`config.mk`:
```
export PLATFORM = sky130hd
export DESIGN_NAME = id_ex_stage
export DESIGN_NICKNAME = d
export VERILOG_FILES = /design/src/rtl/pcpu_pkg.sv /design/src/rtl/id_ex_stage_hazard_fwd_unit.sv /design/src/rtl/id_ex_stage.sv
export SDC_FILE = /design/constraint.sdc
export NUM_CORES = 1
export LEC_CHECK = 0
export CAP_MARGIN = 15
export CORE_AREA = 3 3 129 131
export DETAILED_ROUTE_END_ITERATION = 10
export DIE_AREA = 0 0 132 134
export HOLD_SLACK_MARGIN = 0.03
export PLACE_DENSITY = 0.72
export RECOVER_POWER = 100
export SETUP_SLACK_MARGIN = 0.2
export SLEW_MARGIN = 20
export SYNTH_ARGS = -nofsm -noshare
export SYNTH_HDL_FRONTEND = slang
export SYNTH_SLANG_ARGS = --single-unit
```
`constraint.sdc`:
```
create_clock -name clk -period 4.63 [get_ports clk]
set_clock_uncertainty 0.15 [all_clocks]
set_input_delay 0.463 -clock clk [delete_from_list [all_inputs] [get_ports clk]]
set_output_delay 0.463 -clock clk [all_outputs]
set_load 0.1 [all_outputs]
```
`src/rtl/pcpu_pkg.sv`:
```
// pcpu_pkg: shared widths, control-bit indices and forward-select encoding for the pipeline
package pcpu_pkg;
  localparam int DATA_W = 32;
  localparam int REG_W = 5;
  localparam int CTRL_W = 16;
  localparam int CNT_W = 16;
  localparam int CTRL_REG_WRITE = 0;
  localparam int CTRL_MEM_READ = 1;
  typedef enum logic [1:0] {FWD_RF = 2'd0, FWD_EX = 2'd1, FWD_MEM = 2'd2} fwd_sel_e;
  typedef struct packed {
    logic              valid;
    logic [DATA_W-1:0] op_a;
    logic [DATA_W-1:0] op_b;
    logic [DATA_W-1:0] imm;
    logic [CTRL_W-1:0] ctrl;
    logic [REG_W-1:0]  wt;
  } ex_bundle_t;
  // A producer feeds a source only when it writes, the source is used and is not r0.
  function automatic logic src_hit(logic live, logic [REG_W-1:0] dst, logic [REG_W-1:0] src,
                                   logic uses);
    return live && uses && (src != '0) && (dst == src);
  endfunction
endpackage

```
`src/rtl/id_ex_stage_hazard_fwd_unit.sv`:
```
// hazard_fwd_unit: operand match, forward selection and stall generation for the ID/EX stage
// Ports: decode sources/uses/rdata in; EX producer (live, load, dst, result) and MEM producer
//        (live, dst, result) in; op_a_o/op_b_o selected operands and stall_o out.
// Config: ID_EX_FWD_EN enables forwarding; otherwise any EX/MEM dependency stalls.
module hazard_fwd_unit
  import pcpu_pkg::*;
(
  input  logic              id_valid_i,
  input  logic              flush_i,
  input  logic [REG_W-1:0]  rs_i,
  input  logic [REG_W-1:0]  rt_i,
  input  logic              uses_rs_i,
  input  logic              uses_rt_i,
  input  logic [DATA_W-1:0] rdata_a_i,
  input  logic [DATA_W-1:0] rdata_b_i,
  input  logic              ex_live_i,
  input  logic              ex_load_i,
  input  logic [REG_W-1:0]  ex_wt_i,
  input  logic [DATA_W-1:0] ex_result_i,
  input  logic              mem_live_i,
  input  logic [REG_W-1:0]  mem_wt_i,
  input  logic [DATA_W-1:0] mem_result_i,
  output logic [DATA_W-1:0] op_a_o,
  output logic [DATA_W-1:0] op_b_o,
  output logic              stall_o
);
  logic ex_a, ex_b, mem_a, mem_b;
  assign ex_a = src_hit(ex_live_i, ex_wt_i, rs_i, uses_rs_i);
  assign ex_b = src_hit(ex_live_i, ex_wt_i, rt_i, uses_rt_i);
  assign mem_a = src_hit(mem_live_i, mem_wt_i, rs_i, uses_rs_i);
  assign mem_b = src_hit(mem_live_i, mem_wt_i, rt_i, uses_rt_i);
`ifdef ID_EX_FWD_EN
  fwd_sel_e sel_a, sel_b;
  always_comb begin
    sel_a = ex_a ? FWD_EX : mem_a ? FWD_MEM : FWD_RF;
    sel_b = ex_b ? FWD_EX : mem_b ? FWD_MEM : FWD_RF;
    op_a_o = (rs_i == '0) ? '0 : (sel_a == FWD_EX) ? ex_result_i :
             (sel_a == FWD_MEM) ? mem_result_i : rdata_a_i;
    op_b_o = (rt_i == '0) ? '0 : (sel_b == FWD_EX) ? ex_result_i :
             (sel_b == FWD_MEM) ? mem_result_i : rdata_b_i;
    // Only a load in EX cannot be forwarded in time; one bubble moves it to MEM.
    stall_o = id_valid_i & ~flush_i & ex_load_i & (ex_a | ex_b);
  end
`else
  logic unused_fwd;
  assign unused_fwd = ^{ex_result_i, mem_result_i, ex_load_i};
  assign op_a_o = rdata_a_i;
  assign op_b_o = rdata_b_i;
  // Without forwarding the consumer waits until the producer has reached WB.
  assign stall_o = id_valid_i & ~flush_i & (ex_a | ex_b | mem_a | mem_b);
`endif
endmodule

```
`src/rtl/id_ex_stage.sv`:
```
// id_ex_stage: ID/EX pipeline register with operand forwarding, hazard stall and stall counter
// Ports: clk, rst (async, active-high); id_* decode bundle; ex_result and mem_* producers;
//        flush kills decode; stall_out holds PC and IF/ID; ex_* registered EX bundle;
//        stall_cnt saturating count of stall cycles.
// Config: ID_EX_FWD_EN enables EX/MEM forwarding with load-use stall only.
module id_ex_stage
  import pcpu_pkg::*;
(
  input  logic              clk,
  input  logic              rst,
  input  logic              id_valid,
  input  logic [REG_W-1:0]  id_rs_addr,
  input  logic [REG_W-1:0]  id_rt_addr,
  input  logic [REG_W-1:0]  id_wt_addr,
  input  logic              id_uses_rs,
  input  logic              id_uses_rt,
  input  logic [DATA_W-1:0] id_rdata_A,
  input  logic [DATA_W-1:0] id_rdata_B,
  input  logic [DATA_W-1:0] id_imm,
  input  logic [CTRL_W-1:0] id_ctrl,
  input  logic [DATA_W-1:0] ex_result,
  input  logic              mem_reg_write,
  input  logic [REG_W-1:0]  mem_wt_addr,
  input  logic [DATA_W-1:0] mem_result,
  input  logic              flush,
  output logic              stall_out,
  output logic              ex_valid,
  output logic [DATA_W-1:0] ex_op_a,
  output logic [DATA_W-1:0] ex_op_b,
  output logic [DATA_W-1:0] ex_imm,
  output logic [CTRL_W-1:0] ex_ctrl,
  output logic [REG_W-1:0]  ex_wt_addr,
  output logic [CNT_W-1:0]  stall_cnt
);
  ex_bundle_t ex_q, ex_d;
  logic [CNT_W-1:0] stall_cnt_q, stall_cnt_d;
  logic [DATA_W-1:0] op_a, op_b;
  logic stall_raw, take;
  hazard_fwd_unit u_hfu (
    .id_valid_i  (id_valid),
    .flush_i     (flush),
    .rs_i        (id_rs_addr),
    .rt_i        (id_rt_addr),
    .uses_rs_i   (id_uses_rs),
    .uses_rt_i   (id_uses_rt),
    .rdata_a_i   (id_rdata_A),
    .rdata_b_i   (id_rdata_B),
    .ex_live_i   (ex_q.valid & ex_q.ctrl[CTRL_REG_WRITE]),
    .ex_load_i   (ex_q.valid & ex_q.ctrl[CTRL_MEM_READ]),
    .ex_wt_i     (ex_q.wt),
    .ex_result_i (ex_result),
    .mem_live_i  (mem_reg_write),
    .mem_wt_i    (mem_wt_addr),
    .mem_result_i(mem_result),
    .op_a_o      (op_a),
    .op_b_o      (op_b),
    .stall_o     (stall_raw)
  );
  // A MEM producer may still be presented during reset; reset must silence the stall.
  assign stall_out = stall_raw & ~rst;
  always_comb begin
    take = id_valid & ~flush & ~stall_out;
    ex_d = take ? ex_bundle_t'{valid: 1'b1, op_a: op_a, op_b: op_b, imm: id_imm,
                               ctrl: id_ctrl, wt: id_wt_addr} : ex_bundle_t'('0);
    stall_cnt_d = (stall_out && stall_cnt_q != '1) ? stall_cnt_q + 1'b1 : stall_cnt_q;
  end
  always_ff @(posedge clk or posedge rst) begin
    if (rst) begin
      ex_q <= '0;
      stall_cnt_q <= '0;
    end else begin
      ex_q <= ex_d;
      stall_cnt_q <= stall_cnt_d;
    end
  end
  assign ex_valid = ex_q.valid;
  assign ex_op_a = ex_q.op_a;
  assign ex_op_b = ex_q.op_b;
  assign ex_imm = ex_q.imm;
  assign ex_ctrl = ex_q.ctrl;
  assign ex_wt_addr = ex_q.wt;
  assign stall_cnt = stall_cnt_q;
endmodule

```
==> results of run 1 <==
[layout make-up]
type | instances | share of cell area
Tap cell | 216 | 0.0324
Clock buffer | 17 | 0.0509
Timing Repair Buffer | 277 | 0.329
Inverter | 1 | 0.00105
Sequential cell | 134 | 0.401
Multi-Input combinational cell | 205 | 0.164
Clock inverter | 15 | 0.0204
[cell families (layout without fill, tap and decap cells)]
kind of cell / count (synthesis) / after routing / share of synthesized area
XOR/XNOR: 35 / 35 / 0.0639
flip-flops: 134 / 134 / 0.699
AND/OR/NAND/NOR: 160 / 160 / 0.203
AO/OA/AOI/OAI: 8 / 8 / 0.0149
buffers and inverters: 15 / 310 / 0.0146
adder cells (fa/ha/maj): 1 / 1 / 0.00261
multiplexers: 1 / 1 / 0.00235
[state kept, by name, summed over array words and instances (netlist names)]
signal and flops:
ex_imm 32, ex_op_b 32, ex_valid 1, ex_ctrl 16
ex_op_a 32, ex_wt_addr 5, stall_cnt 16
[power breakdown]
group,switching [W],internal (W)
Combinational,0.000414,0.000182
Clock,0.000544,0.000806
Sequential,0.0000130,0.00121
Total,0.000971,0.00220
[Yosys cell counts (3+ instances only)]
cell | instances | area share
and2_1 | 120 | 0.16
and3_1 | 8 | 0.010
buf_4 | 3 | 0.0047
clkbuf_1 | 9 | 0.0070
dfrtp_1 | 134 | 0.70
nand2_1 | 4 | 0.0031
nand3_1 | 10 | 0.010
nand4_1 | 5 | 0.0065
nor2_1 | 3 | 0.0023
nor4_1 | 4 | 0.0052
xnor2_1 | 16 | 0.029
xor2_1 | 19 | 0.035
[routing by layer]
| metal | routed length (um) | vias up | GRT usage |
|---|---|---|---|
| li1 | - | 1693 | - |
| met1 | 5030 | 1757 | 0.170 |
| met2 | 6910 | 165 | 0.271 |
| met5 | 0 | - | 0 |
| met3 | 1240 | 18 | 0.0713 |
| met4 | 238 | 0 | 0.0624 |
[metrics by stage]
stage	util	std cells	setup slack, ns	hold slack [ns]	cell area [sq um]
finish	0.532	865	1.20	0.333	8350
floorplan	-	354	0.275	0.442	4800
global placement	0.494	833	1.67	0.327	7770
global route	0.532	865	0.878	0.368	8350
detailed placement	0.494	833	1.64	0.334	7770
CTS	0.532	865	1.69	0.342	8360
[worst min path at each step]
stage                       start            end  slack (ns)  depth (start not counted)
floorplan              id_ctrl[0]     ex_ctrl[0]        0.44                          1
global placement    stall_cnt[15]  stall_cnt[15]        0.33                          1
detailed placement  stall_cnt[15]  stall_cnt[15]        0.33                          1
CTS                 stall_cnt[15]  stall_cnt[15]        0.34                          1
global route        stall_cnt[11]  stall_cnt[11]        0.37                          1
finish              stall_cnt[15]  stall_cnt[15]        0.33                          1
[worst max-delay path, stage by stage]
cell	delay, ns
dlygate4sd3_1	0.60
xor2_1	0.18
nor4_1	0.28
a32oi_1	0.19
o22ai_2	0.18
clkbuf_1	0.51
buf_4	0.41
[cell usage in the layout, fill, tap and decap left out, types with 8 or more instances in the layout]
| cell type | n |
|---|---|
| clkdlybuf4s50_1 | 136 |
| dlygate4sd3_1 | 136 |
| dfrtp_1 | 134 |
| and2_0 | 69 |
| and2_1 | 51 |
| xor2_1 | 19 |
| clkbuf_16 | 17 |
| xnor2_1 | 16 |
| nand3_1 | 10 |
| and3_1 | 8 |
==> run summary, run 1 <==
Total Power = 0.00317 W
Setup TNS = 0 ns
Die Ht = 134 um
First-pass GRT wire length = 21,900 um
# IOs = 338
R2R Setup Slk = 1.57 ns
Drt pass-1 iters = 4
Minimum clock period = 3.43 ns
Pins Over Slew Limit = 125
Clk sinks = 134
R2r endpoint = ex_op_b[15]
# diodes = 0
Drt total wl = 13,400 um
Average routed wire per standard cell = 15.5 um
Distinct cells, synth = 26
IO buf count = 273
Hold Violations, Final = 0
CTS tree = done
Worst path arrival time = 2.82 ns
Final Cycle Share = 0.741
Reg-to-reg startpoint = ex_wt_addr[4]
Status = finished, violations left
Maxcap violations = 2
Cells after Synth = 354
Nets = 840
Post-CTS sizing = 0
Cell row count = 46
Die W = 132 um
#FFs+latches synth = 134
Fmax = 0.291 GHz
Cell count of the worst reg-to-reg path = 7
Worst VDD drop = 0.231 mV
Antenna Nets Post-Route = 0
Crit Path Max Fanout = 16
Post-synth EDFFs = 0
Ys flop type = dfrtp_1
Die area = 0.0177 sq mm
Worst rel slew slack = -0.148
Critical Path Sink = stall_out
DR DRC count = 0
Layout fillers = 1,337
Critical path data required time = 4.02 ns
H-tree levels = 4
Antenna violations before repair = 0
Avg Inst Size Synth = 13.6 sq um
Mapped Area = 0.00480 sq mm
Overall routing resource usage = 0.157
Unrepaired setup endpoints after global routing = no
Finish-stage setup viols = 0
Vias in the first global route = 4,070
FF/Latch Area = 0.00335 sq mm
Initial Utilization = 0.305
Pin count of the biggest net entering global routing = 70
Multi-input logic area = 0.00137 sq mm
DR iter-0 viols = 149
Total CTS buffers = 17
Sequential area share after synthesis = 0.699
Critical path type = input port to output pin
Layout area overhead = 74.1%
Clock Pin Slew Worst Setup and Hold Paths = 0.06 ns
Post-CTS setup buffer count = 0
Failing checks = capacitance limit, slew limit
Detailed Place HPWL = 10,100 um
Vias/cell = 4.20
Share of layout cells above drive strength 1 = 0.0601
# hold bufs at CTS = 0
RePlAce Congestion = 0.849
CP startpoint = id_rs_addr[4]
Clk_lat worst skew = 0.41 ns
Synthesis Warnings = 0
PwrDens = 380 mW/mm^2
Worst-case clock buffer depth = 2
Syn Nets = 558
Root buf cell = clkbuf_16
Global route total overflow = 0
Worst-Margin Slew = 1.72 ns
Lkg Pwr = 4.00 nW
Startpoint types = input port
Core ar. = 0.0157 sq mm
Asr flop ratio synth = 1.00
Vias = 3,633
Kind of end point of the critical path = output pin
Hold Crit Class = register to register
(Power assumes the default switching activity.)
==> run 2, diff against run 1 <==
==> constraint.sdc (replaced) <==
create_clock -name clk -period 3.6 [get_ports clk]
set_clock_uncertainty 0.15 [all_clocks]
set_input_delay 0.36 -clock clk [delete_from_list [all_inputs] [get_ports clk]]
set_output_delay 0.36 -clock clk [all_outputs]
set_load 0.1 [all_outputs]
==> run 2 against run 1 <==
Against the previous run: the run still ends with capacitance limit, slew limit left; core utilization shrank 0.29 points; sequential power grew 28%; sequential cell count is the same; setup slack lost 0.46 ns; global-route usage is essentially flat; final cell count is the same; critical path depth grew 1; non-clock buffer count is the same.
==> run summary, run 2 (same netlist as run 1, synthesis figures left out) <==
Initial Utilization = 0.305
Minimum clock period = 2.87 ns
Critical path data required time = 3.73 ns
Worst path arrival time = 2.99 ns
Crit Path Max Fanout = 118
PwrDens = 471 mW/mm^2
Worst-Margin Slew = 1.74 ns
Hold Crit Class = register to register
Met2 usage in global routing = 0.273
Hold Violations, Final = 0
Worst-case clock buffer depth = 2
Crit path max-delay family = buffers and inverters
RePlAce Congestion = 0.896
Clock Pin Slew Worst Setup and Hold Paths = 0.06 ns
Core Util, Final = 0.529
Overall routing resource usage = 0.157
Critical path type = input port to register
# diodes = 0
Detailed Place HPWL = 10,100 um
Global route total overflow = 0
First-pass GRT wire length = 21,700 um
Startpoint types = input port
Total CTS buffers = 17
CP cell instances = dlygate4sd3_1 > xor2_1 > nor4_1 > a32oi_1 > o22ai_1 > a21oi_4 > clkbuf_4 > and2_0
Post-CTS sizing = 0
Die Ht = 134 um
Maxcap violations = 2
Vias/cell = 4.20
Most frequent cells in the layout = clkdlybuf4s50_1, dlygate4sd3_1, dfrtp_1
Die W = 132 um
Critical path's slowest cell = dlygate4sd3_1
Bufs and invs on worst path = 2
DR iter-0 viols = 92
Final Cycle Share = 0.796
Antenna Nets Post-Route = 0
PnR worst setup slack = 0.735 ns
Post-CTS setup buffer count = 0
Clk sinks = 134
Slowest stage delay, CP = 0.59 ns
Drt total wl = 13,400 um
Multi-input logic area = 0.00137 sq mm
Fmax = 0.349 GHz
Layout area overhead = 73.2%
Drt pass-1 iters = 4
H-tree levels = 4
Nets = 840
Pins Over Slew Limit = 136
Clk_lat worst skew = 0.40 ns
Top Usage Layer GRT = met2
# IOs = 338
Met3 usage = 0.0731
CTS tree = done
Vias = 3,634
Worst VDD drop = 0.267 mV
Pin count of the biggest net entering global routing = 119
Met1 Use GR = 0.169
Cell row count = 46
Status = finished, violations left
# hold bufs at CTS = 0
Setup slack at placement = 0.861 ns
Average routed wire per standard cell = 15.5 um
IO buf count = 273
Kind of end point of the critical path = register
Lkg Pwr = 4.01 nW
DR DRC count = 0
Root buf cell = clkbuf_16
Core ar. = 0.0157 sq mm
Layout fillers = 1,346
Vias in the first global route = 4,076
Setup TNS = 0 ns
Die area = 0.0177 sq mm
Finish-stage setup viols = 0
Share of layout cells above drive strength 1 = 0.0570
FF/Latch Area = 0.00335 sq mm
Unrepaired setup endpoints after global routing = no
Failing checks = capacitance limit, slew limit
Antenna violations before repair = 0
Worst rel slew slack = -0.163
-- run 2: cell types whose count changed in the layout (fill, tap and decap cells not counted), sizes merged --
cell / change
clkinv: +3
buf: -1
bufinv: -2
inv: -5
clkinvlp: -1
clkbuf: +6
-- run 2: path summary, 6_finish.rpt --
| kind | startpoint | end | slack (ns) | cells after the start |
|---|---|---|---|---|
| worst max register to register | ex_wt_addr[2] | ex_imm[3] | 0.92 | 7 |
| max in group asynchronous | rst | ex_op_b[14] | 1.19 | 3 |
| worst min-delay path | stall_cnt[7] | stall_cnt[7] | 0.34 | 1 |
| min in group asynchronous | rst | stall_cnt[13] | 0.95 | 3 |
| worst min register to register | stall_cnt[7] | stall_cnt[7] | 0.34 | 1 |
| worst max-delay path | id_rs_addr[4] | ex_imm[3] | 0.73 | 8 |
-- run 2: where the power goes --
group | switching (W) | internal [W] | total, W
registers | 0.0000167 | 0.00156 | 0.00158
logic | 0.000532 | 0.000234 | 0.000766
clock network | 0.000631 | 0.000937 | 0.00157
-- run 2: layer usage --
layer,vias up,wire length [um]
met2,152,7150
met5,-,0
met3,21,1220
li1,1692,-
met4,0,240
met1,1769,4790
-- run 2: metrics by stage --
step / cell area, sq um / total power (W) / instances / hold WS [ns]
detailed placement: 7790 / 0.00240 / 833 / 0.337
finish: 8310 / 0.00391 / 865 / 0.341
global route: 8310 / 0.00407 / 865 / 0.337
floorplan: 4810 / 0.00210 / 354 / 0.339
global placement: 7790 / 0.00240 / 833 / 0.335
CTS: 8340 / 0.00399 / 865 / 0.328
-- run 2: cell type report --
class                   count  area share
flip-flops and latches    134       0.404
repair buffers            277       0.333
multi-input cells         205       0.165
clock buffers              22      0.0571
well taps                 216      0.0325
clock inverters            10     0.00874
inverters                   1    0.000603
==> run 3, diff against run 2 <==
==> constraint.sdc (replaced) <==
create_clock -name clk -period 2.84 [get_ports clk]
set_clock_uncertainty 0.15 [all_clocks]
set_input_delay 0.284 -clock clk [delete_from_list [all_inputs] [get_ports clk]]
set_output_delay 0.284 -clock clk [all_outputs]
set_load 0.1 [all_outputs]
==> run 3 against run 2 <==
Against the previous run: the run still ends with capacitance limit, slew limit left; hold slack lost 0.070 ns; power grew 30%; first-iteration DRC count grew 36%; register-to-register slack lost 0.53 ns; final area shrank 9.1%; core utilization shrank 4.8 points.
==> run summary, run 3 (same netlist as run 1, synthesis figures left out) <==
Status = finished, violations left
Failing checks = capacitance limit, slew limit
Flop pwr share = 0.394
Slowest stage delay, CP = 0.50 ns
H-tree levels = 4
Final Non-Filler Cells = 867
Post-Place Cells = 834
Setup TNS = 0 ns
R2R Setup Slk = 0.39 ns
CP startpoint = id_rs_addr[4]
Core Util, Final = 0.480
PnR worst setup slack = 0.199 ns
Overall routing resource usage = 0.154
Clk sinks = 134
Layout area overhead = 57.4%
Part of the power in combinational logic = 0.180
Minimum clock period = 2.64 ns
Worst rel slew slack = -0.209
Hold Crit Class = input port to register
Lkg Pwr = 3.35 nW
Antenna violations before repair = 1
RePlAce Congestion = 0.860
Drt pass-1 iters = 3
Worst VDD drop = 0.378 mV
Psw = 0.00154 W
Worst path arrival time = 2.21 ns
Vias = 3,636
Cell row count = 46
Vias/cell = 4.19
Clk_lat worst skew = 0.41 ns
Setup slack at placement = 0.180 ns
Critical path data required time = 2.41 ns
Maxcap violations = 1
Startpoint types = input port
Kind of end point of the critical path = output pin
Critical path's slowest cell = clkdlybuf4s50_1
Die area = 0.0177 sq mm
Worst-Margin Slew = 1.81 ns
Antenna Nets Post-Route = 0
Core ar. = 0.0157 sq mm
# hold bufs at CTS = 0
IO buf count = 273
DR iter-0 viols = 125
Pins Over Slew Limit = 135
Hold Violations, Final = 0
Clock Pin Slew Worst Setup and Hold Paths = 0.06 ns
PwrDens = 673 mW/mm^2
DR DRC count = 0
Vias in the first global route = 4,039
Sw Ratio = 0.304
Total CTS buffers = 17
CTS tree = done
Final Cycle Share = 0.930
Unrepaired setup endpoints after global routing = no
Root buf cell = clkbuf_16
Total Power = 0.00508 W
Initial Utilization = 0.305
First-pass GRT wire length = 21,400 um
Reg-to-reg startpoint = ex_wt_addr[3]
Crit Path Max Fanout = 10
Finish-stage setup viols = 0
Most frequent cells in the layout = clkdlybuf4s50_1, clkbuf_1, dfrtp_1
CP cell instances = clkdlybuf4s50_1 > xor2_1 > nor4_2 > a32oi_1 > o22ai_1 > buf_6 > buf_12
Critical Path Sink = stall_out
Fmax = 0.379 GHz
Nets = 841
Clock share of power = 0.426
Internal power = 0.00354 W
Average routed wire per standard cell = 15.4 um
Die Ht = 134 um
Worst-case clock buffer depth = 2
Post-CTS setup buffer count = 0
Die W = 132 um
# IOs = 338
Drt total wl = 13,300 um
Commonest non-fill, non-tap cell in the layout = clkdlybuf4s50_1
Detailed Place HPWL = 10000 um
Cell count of the worst reg-to-reg path = 7
Critical path type = input port to output pin
Global route total overflow = 0
Share of layout cells above drive strength 1 = 0.0646
Pin count of the biggest net entering global routing = 135
R2r endpoint = ex_op_b[1]
## run 3: power by group through the flow
| stage | logic [W] | registers [W] | clock network [W] |
|---|---|---|---|
| after floorplan | 0.000118 | 0.00255 | 0 |
| after global routing | 0.000956 | 0.00201 | 0.00231 |
| after CTS | 0.000993 | 0.00201 | 0.00222 |
| final | 0.000914 | 0.00200 | 0.00216 |
| after detailed placement | 0.000989 | 0.00204 | 0 |
| after global placement | 0.000979 | 0.00204 | 0 |
## run 3: worst min-delay path by stage
stage / start / to / slack (ns) / depth (start not counted)
5_1_grt: id_rdata_B[2] / ex_op_b[2] / 0.26 / 2
3_5_place_dp: stall_cnt[14] / stall_cnt[14] / 0.34 / 1
2_1_floorplan: id_ctrl[10] / ex_ctrl[10] / 0.26 / 1
4_1_cts: id_imm[6] / ex_imm[6] / 0.25 / 2
3_3_place_gp: stall_cnt[7] / stall_cnt[7] / 0.33 / 1
6_report: id_imm[6] / ex_imm[6] / 0.27 / 2
## run 3: cell type report
cell class                 count  area (sq um)
antenna                        1          2.50
clock buffer                  18           439
clock inverter                14           149
fill                        1534          8160
inverter                       1          5.00
multi-input combinational    205          1380
sequential                   134          3350
tap                          216           270
timing repair buffer         278          1950
## run 3: routing by layer
layer	track usage	routed length, um
met1	0.164	4960
met2	0.259	6820
met3	0.0840	1380
met4	0.0566	173
met5	0	0
## run 3: per-stage QoR
| stage | instance area, sq um | hold WS, ns |
|---|---|---|
| floorplan | 4810 | 0.263 |
| global placement | 7490 | 0.330 |
| detailed placement | 7490 | 0.342 |
| CTS | 8080 | 0.248 |
| global route | 7550 | 0.256 |
| finish | 7550 | 0.271 |
## run 3: timing repair
action,CTS,global route
setup endpoints to repair,1,1
pin swaps,0,1
resized for setup,1,2
## run 3: worst max-delay path, delay by kind of cell
family / cells / cell delay, ns
buffers and inverters: 3 / 0.88
AOI/OAI and AO/OA: 2 / 0.52
xor gates and xnor gates: 1 / 0.22
and+or+nand+nor: 1 / 0.31
